### src/rtl/switch_scheduler_pkg.sv
// Shared definitions for the photonic switch scheduler: defaults, index width, FSM states.
package switch_scheduler_pkg;

    localparam int NUM_SW_DEF  = 4;
    localparam int LEN_W_DEF   = 8;
    localparam int DEF_LEN_DEF = 25;

    // Slot-index width; a single-channel build still needs one bit.
    function automatic int idx_w(input int n);
        return (n > 1) ? $clog2(n) : 1;
    endfunction

    localparam int IDX_W_DEF = idx_w(NUM_SW_DEF);

    typedef enum logic [1:0] {
        ST_IDLE  = 2'd0,
        ST_RUN   = 2'd1,
        ST_DRAIN = 2'd2
    } sched_state_e;

endpackage

### src/rtl/slot_timer.sv
// Per-slot cycle counter: counts 0..len-1, done on the final cycle of the slot.
module slot_timer
    import switch_scheduler_pkg::*;
#(
    parameter int LEN_W = LEN_W_DEF
) (
    input  logic             clk,
    input  logic             reset,
    input  logic             en,
    input  logic             load,
    input  logic [LEN_W-1:0] len,
    output logic             done
);

    logic [LEN_W-1:0] cnt;

    // A zero-length slot is a one-cycle gap, so it is done immediately.
    assign done = (len == '0) || (cnt == len - LEN_W'(1));

    // Count within the slot; load parks the counter at zero outside sequencing.
    always_ff @(posedge clk or posedge reset) begin
        if (reset)
            cnt <= '0;
        else if (load)
            cnt <= '0;
        else if (en)
            cnt <= done ? '0 : cnt + LEN_W'(1);
    end

endmodule

### src/rtl/switch_scheduler.sv
// Time-slot scheduler for NUM_SW photonic switch channels: FSM, double-buffered
// slot-length banks and one-hot switch decode.
module switch_scheduler
    import switch_scheduler_pkg::*;
#(
    parameter  int NUM_SW  = NUM_SW_DEF,
    parameter  int LEN_W   = LEN_W_DEF,
    parameter  int DEF_LEN = DEF_LEN_DEF,
    localparam int IDX_W   = idx_w(NUM_SW)
) (
    input  logic              clk,
    input  logic              reset,
    input  logic              en,
    input  logic              start,
    input  logic              stop,
    input  logic              cfg_wr,
    input  logic [IDX_W-1:0]  cfg_idx,
    input  logic [LEN_W-1:0]  cfg_len,
    output logic [NUM_SW-1:0] sw_out,
    output logic [IDX_W-1:0]  slot_idx,
    output logic              frame_pulse,
    output logic              busy
);

    sched_state_e state, state_nxt;
    logic start_pend, stop_pend;
    logic start_eff, stop_eff;
    logic [NUM_SW-1:0][LEN_W-1:0] shadow_len, active_len;
    logic [LEN_W-1:0] cur_len;
    logic done, last_slot, frame_end, bank_load;

    // Requests seen while en is low are held until the next enabled edge.
    assign start_eff = start | start_pend;
    assign stop_eff  = stop | stop_pend;

    assign busy      = (state != ST_IDLE);
    assign cur_len   = active_len[slot_idx];
    assign last_slot = (slot_idx == IDX_W'(NUM_SW - 1));
    assign frame_end = busy && en && done && last_slot;
    assign frame_pulse = frame_end;

    // Active bank reloads at every frame start, including the first one out of IDLE.
    assign bank_load = en && (((state == ST_IDLE) && start_eff) || frame_end);

    // Next-state: start wins in IDLE/DRAIN, stop wins in RUN.
    always_comb begin
        state_nxt = state;
        case (state)
            ST_IDLE:  if (start_eff) state_nxt = ST_RUN;
            ST_RUN:   if (stop_eff)  state_nxt = ST_DRAIN;
            ST_DRAIN: begin
                if (start_eff)      state_nxt = ST_RUN;
                else if (frame_end) state_nxt = ST_IDLE;
            end
            default:  state_nxt = ST_IDLE;
        endcase
    end

    // Sequencing state advances only on enabled edges.
    always_ff @(posedge clk or posedge reset) begin
        if (reset) begin
            state      <= ST_IDLE;
            slot_idx   <= '0;
            start_pend <= 1'b0;
            stop_pend  <= 1'b0;
        end else if (en) begin
            state      <= state_nxt;
            start_pend <= 1'b0;
            stop_pend  <= 1'b0;
            if (state == ST_IDLE)
                slot_idx <= '0;
            else if (done)
                slot_idx <= last_slot ? '0 : slot_idx + IDX_W'(1);
        end else begin
            start_pend <= start_pend | start;
            stop_pend  <= stop_pend | stop;
        end
    end

    // Shadow bank takes writes any time; active bank copies it at frame starts.
    always_ff @(posedge clk or posedge reset) begin
        if (reset) begin
            for (int i = 0; i < NUM_SW; i++) begin
                shadow_len[i] <= LEN_W'(DEF_LEN);
                active_len[i] <= LEN_W'(DEF_LEN);
            end
        end else begin
            for (int i = 0; i < NUM_SW; i++) begin
                if (cfg_wr && (int'(cfg_idx) == i))
                    shadow_len[i] <= cfg_len;
                if (bank_load)
                    active_len[i] <= shadow_len[i];
            end
        end
    end

    // One-hot drive for the running slot; gap slots and IDLE drive nothing.
    always_comb begin
        sw_out = '0;
        if (busy && (cur_len != '0))
            sw_out[slot_idx] = 1'b1;
    end

    slot_timer #(
        .LEN_W (LEN_W)
    ) u_timer (
        .clk   (clk),
        .reset (reset),
        .en    (en & busy),
        .load  (state == ST_IDLE),
        .len   (cur_len),
        .done  (done)
    );

endmodule

### config.mk
export PLATFORM = sky130hd
export DESIGN_NAME = switch_scheduler
export DESIGN_NICKNAME = d
export VERILOG_FILES = /design/src/rtl/switch_scheduler_pkg.sv /design/src/rtl/slot_timer.sv /design/src/rtl/switch_scheduler.sv
export SDC_FILE = /design/constraint.sdc
export NUM_CORES = 1
export LEC_CHECK = 0
export ABC_AREA = 0
export CORE_UTILIZATION = 45
export DETAILED_ROUTE_END_ITERATION = 12
export GPL_ROUTABILITY_DRIVEN = 1
export PLACE_DENSITY = 0.62
export SLEW_MARGIN = 0
export SYNTH_ARGS = -nofsm -noshare
export SYNTH_HDL_FRONTEND = slang
export SYNTH_SLANG_ARGS = --single-unit
### constraint.sdc
create_clock -name clk -period 4.6 [get_ports clk]
set_clock_uncertainty 0.15 [all_clocks]
set_input_delay 0.46 -clock clk [delete_from_list [all_inputs] [get_ports clk]]
set_output_delay 0.46 -clock clk [all_outputs]
set_load 0.01 [all_outputs]
# ---- Word-level counts from Yosys, hierarchy flattened
# Cells that the tools add are included.
dict set report word_totals {
  out_inout_bits 8
  in_bits 16
  elab_cells 71
  ff_bits 78
}
dict set report op_classes {
  n_addsub 3
  bitwise_logic 3
  eq_ne 10
  magnitude_cmp 2
  n_reduce_logical 22
  n_mux 18
}
# op count
set ops {}
lappend ops {{2-to-1 mux 8 bit} 4}
lappend ops {{binary-select mux 8 bit (select 2 bit)} 1}
lappend ops {{2-to-1 mux 2 bit} 7}
lappend ops {{logical AND 1 bit} 11}
lappend ops {{adder 8 x 1 -> 8 bit (second input constant)} 1}
lappend ops {{equality test 2 bit (second input constant)} 4}
lappend ops {{equality test 8 bit} 1}
lappend ops {{logical NOT 8 bit} 1}
lappend ops {{nonzero test 8 bit} 1}
lappend ops {{subtractor 8 x 1 -> 8 bit (second input constant)} 1}
lappend ops {{one-hot mux 2 bit (3 select lines)} 1}
lappend ops {{nonzero test 2 bit} 3}
lappend ops {{equality test 2 x 1 -> 1 bit (second input constant)} 2}
lappend ops {{logical NOT 2 bit} 2}
lappend ops {{2-to-1 mux 4 bit} 1}
lappend ops {{inequality test 2 bit (second input constant)} 2}
lappend ops {{AND reduction 4 bit} 1}
lappend ops {{< comparator 2 x 3 -> 1 bit (second input constant)} 1}
lappend ops {{2-to-1 mux 1 bit} 3}
lappend ops {{inequality test 3 bit (second input constant)} 1}
lappend ops {{adder 2 x 1 -> 2 bit (second input constant)} 1}
lappend ops {{demux 1 bit (select 2 bit)} 1}
lappend ops {{greater-or-equal comparator 2 x 1 -> 1 bit (second input constant)} 1}
lappend ops {{logical OR 1 bit} 2}
lappend ops {{other kinds (3)} 4}

# ---- Depth between registers and ports, before layout
dict set report depth {
  depth_word 10
  depth_mapped 12
  mapped_depth_nobuf 10
}

# ---- By module
# A second synthesis with hierarchy kept.
dict set report hier_totals {
  cells_unflattened 275
  hier_area_um2 3741.1
}
# module n_inst area_per_inst_um2 cells_each seq_area_each_um2
set by_module_without_submodules {}
lappend by_module_without_submodules {switch_scheduler 1 3017.9 190 1781.7}
lappend by_module_without_submodules {slot_timer 1 723.2 85 200.2}

# ---- Least setup slack after synthesis
# No wires, ideal clock.
dict set report synth_timing {
  path_kind {reg2out}
  start {register slot_idx[0]}
  end {output port frame_pulse}
  arrival_ns 2.924
  slack_ns 1.066
  n_path_buf 1
  stages_incl_launch_ff 10
  t_required_ns 3.990
  path_cell_list {dfrtp_1 -> buf_2 -> mux4_2 -> inv_1 -> ha_1 -> xor2_1 -> o211ai_1 -> or4b_4 -> o21a_1 -> nor3_1}
}
dict set report synth_via {
  elab_chain_cells 7
  elab_cells_between_ends 9
  cone_classes {add/sub: 1; eq/ne: 2; mux: 2; reduce/logical: 4}
}
# element line
set synth_rtl {}
lappend synth_rtl {{from (decl)} switch_scheduler.sv:20} ;# output logic [IDX_W-1:0] slot_idx,
lappend synth_rtl {{from (signal assigned)} switch_scheduler.sv:73} ;# slot_idx <= last_slot ? '0 : slot_idx + IDX_W'(1);
lappend synth_rtl {{binary-select mux 8 bit (select 2 bit)} switch_scheduler.sv:37} ;# assign cur_len = active_len[slot_idx];
lappend synth_rtl {{2-to-1 mux 8 bit (not written as such)} switch_scheduler.sv:37}
lappend synth_rtl {{subtractor 8 x 1 -> 8 bit} slot_timer.sv:18} ;# assign done = (len == '0) || (cnt == len - LEN_W'(1));
lappend synth_rtl {{equality test 8 bit} slot_timer.sv:18}
lappend synth_rtl {{logical OR 1 bit} slot_timer.sv:18}
lappend synth_rtl {{logical AND 1 bit} switch_scheduler.sv:39} ;# assign frame_end = busy && en && done && last_slot;
lappend synth_rtl {{logical AND 1 bit *} switch_scheduler.sv:39}
lappend synth_rtl {{to (decl)} switch_scheduler.sv:21} ;# output logic frame_pulse,
# Every way passes the cells marked *; elsewhere a longest branch is shown, timed or not. The select of a mux whose other input is x is not followed.

# ---- Worst setup path in the final report
# Ends and elaborated chain as after synthesis.

==> results.cfg <==
[run_status]
status = complete, no violations

[timing]
fin_crit_sh = 0.9391
timing.final.crit_period_ns = 4.320
slew-limit-headroom = 0.4309
worstMarginPinSlew_ns = 0.8500
final.setup.tns_ns = 0
drv_slew = 0
rsz0062_at_grt = no
finalSetupViolCount = 0
whs_ns = 0.3488
hold_viol = 0
fmax_ghz = 0.2315

[synth]
synth_top_area_cell = dfrtp_1
avgSynthCellArea_um2 = 13.97
synth-simple-area-share = 0.09218
syn-instance-count = 275
muxShareOfSynthArea = 0.2664
synth.top_cells.by_count = dfrtp_1, mux2_2, mux2_4
synth_warnings = 0
synth-compound-area-share = 0.04495
synth_top_family_by_area = multiplexers
synth-edff-count = 0
yosysTopAreaCellShare = 0.3518
yosys.area_share.xor_xnor = 0.03192
synth_nets = 298
seq_area_frac_synth = 0.5160
synth_most_common_cell = dfrtp_1
synthAdderAreaFrac = 0.02280
synth_cell_types = 45
synthTopCellsByArea = dfrtp_1, dfstp_2, mux2_4, mux2_2, mux4_2
synth_ff_type = dfrtp_1
ys_ff_latch = 78
synth_area_um2 = 3841
async_flop_share = 1.000

[clock_network]
cts.clk_slew.worst_paths_ns = 0.09
cts_max_path_buffers = 2
postCtsResizedCells = 0
postCtsSetupBuffers = 0
ctsHtreeMaxLevel = 3
clock_latency_ns = 0.36
postCtsHoldBufs = 0
clock-root-buffer = clkbuf_8
cts_tree = done
numCtsBuffers = 9
cts_num_sinks = 78

[drt]
vias = 2186
drc = 0
wire_per_inst_um = 16.88
routed_via_density = 5.293
routed_wl_um = 6970
antenna_left = 0
drt_iter0_drc = 53
firstDrtPassIters = 4

[cells_and_area]
layout.nets = 326
diodes = 0
nFillCells = 715
layout-drive-gt1-share = 0.4026
stdcell_count = 413
synthToLayoutAreaGrowth_pct = 13.13
fin_util = 0.5262

[flow_run]
drv_cap = 0

[power]
peakVddDrop_mv = 0.2029
powerDensity_nw_per_um2 = 571.4
p_leak_nw = 1.865
p_total_mw = 2.483

[critical_path]
rrSetupSlack_ns = 0.77
cp-start-kind = register
ff2ff_path_depth = 10
cp.arrival_ns = 3.71
crit_fanout = 9
required_ns = 3.99
criticalPathCategory = reg2out
cp-end-kind = primary output

[placed_design]
portBuffers = 23
dp.cells = 397
dp_hpwl_um = 4840
gp_congestion = 0.7503

[floorplan]
rows = 33
fp.dieW_um = 94.39
die_area_um2 = 8909
die_h_um = 94.39
coreArea_um2 = 8258
initial_core_util = 0.4652
io_pins = 24

[grt]
grt_pass1_vias = 2251
gr-total-overflow = 0
antenna_found_initial = 0
grt_pass1_wl_um = 11730
grt_max_degree = 50
grt_use_total = 0.1775

[worst_hold_path]
hold_path.class = in2async
## layer usage
metal  routed length (µm)  share of wire  vias to the layer above  global-route usage
li1                     -              -                     1040                   -
met1                 3388           0.49                     1114              0.2479
met2                 3340           0.48                       23              0.2717
met3                  136          0.020                        9             0.03382
met4                  105          0.015                        0             0.07308
met5                    0              0                        -                   0
## cell families after synthesis
logic type	count (synthesis)
fa+ha+maj	7
compound gates	23
flops	78
simple gates	62
buf+inv	18
xor+xnor	14
mux	73
## cell type report
class / instances / area, µm² / share of cell area
multi-input cells: 179 / 1765 / 0.4063
flip-flops and latches: 78 / 1982 / 0.4561
clock inverters: 7 / 56.30 / 0.01296
well taps: 105 / 131.4 / 0.03023
clock buffers: 9 / 123.9 / 0.02851
inverters: 9 / 33.78 / 0.007774
repair buffers: 26 / 252.7 / 0.05816
## layout by cell type, fill, tap and decap left out, types with 7 or more instances in the layout
master / count
dfrtp_1: 54
mux2_2: 32
mux2_4: 30
dfstp_2: 24
clkdlybuf4s50_1: 23
nor2_1: 17
nand2_1: 10
xnor2_1: 9
clkbuf_8: 9
mux4_2: 8
inv_1: 8
nand3_1: 8
ha_1: 7
## registers in the layout, summed over array words and instances (netlist names)
| signal | flops |
|---|---|
| active_len | 32 |
| shadow_len | 32 |
| slot_idx | 2 |
| start_pend | 1 |
| state | 2 |
| stop_pend | 1 |
| u_timer.cnt | 8 |
## worst max-delay path: stages (launching register included)
cell and delay (ns):
dfrtp_1 0.55, buf_4 0.23, mux4_2 0.58, nand2b_1 0.23, nor2_1 0.12, o211ai_1 0.10, or4b_4 0.59, o21a_1 0.22
nor3_1 0.17, clkdlybuf4s50_1 0.56
## worst paths after layout
| path | to | start |
|---|---|---|
| worst max-delay path | frame_pulse | slot_idx[0]$_DFFE_PP0P_ |
| worst min-delay path | state[0]$_DFFE_PP0P_ | reset |
| worst max register to register | active_len[7]$_DFFE_PP0P_ | slot_idx[0]$_DFFE_PP0P_ |
| worst min register to register | active_len[7]$_DFFE_PP0P_ | shadow_len[7]$_DFFE_PP0P_ |
| max in group asynchronous | active_len[6]$_DFFE_PP0P_ | reset |
| min in group clk | active_len[7]$_DFFE_PP0P_ | shadow_len[7]$_DFFE_PP0P_ |
## power breakdown
part | switching [mW] | internal, mW | total [mW]
clock network | 0.279 | 0.202 | 0.480
registers | 0.162 | 0.956 | 1.12
logic | 0.373 | 0.512 | 0.885
## metrics by stage
step	worst slack [ns]	area (µm²)
after floorplan	1.066	3841
after global placement	0.7264	4165
after detailed placement	0.6508	4165
after CTS	0.2468	4345
after global routing	0.05118	4345
final	0.2803	4345
No activity file was read; power rests on OpenSTA's default activity.
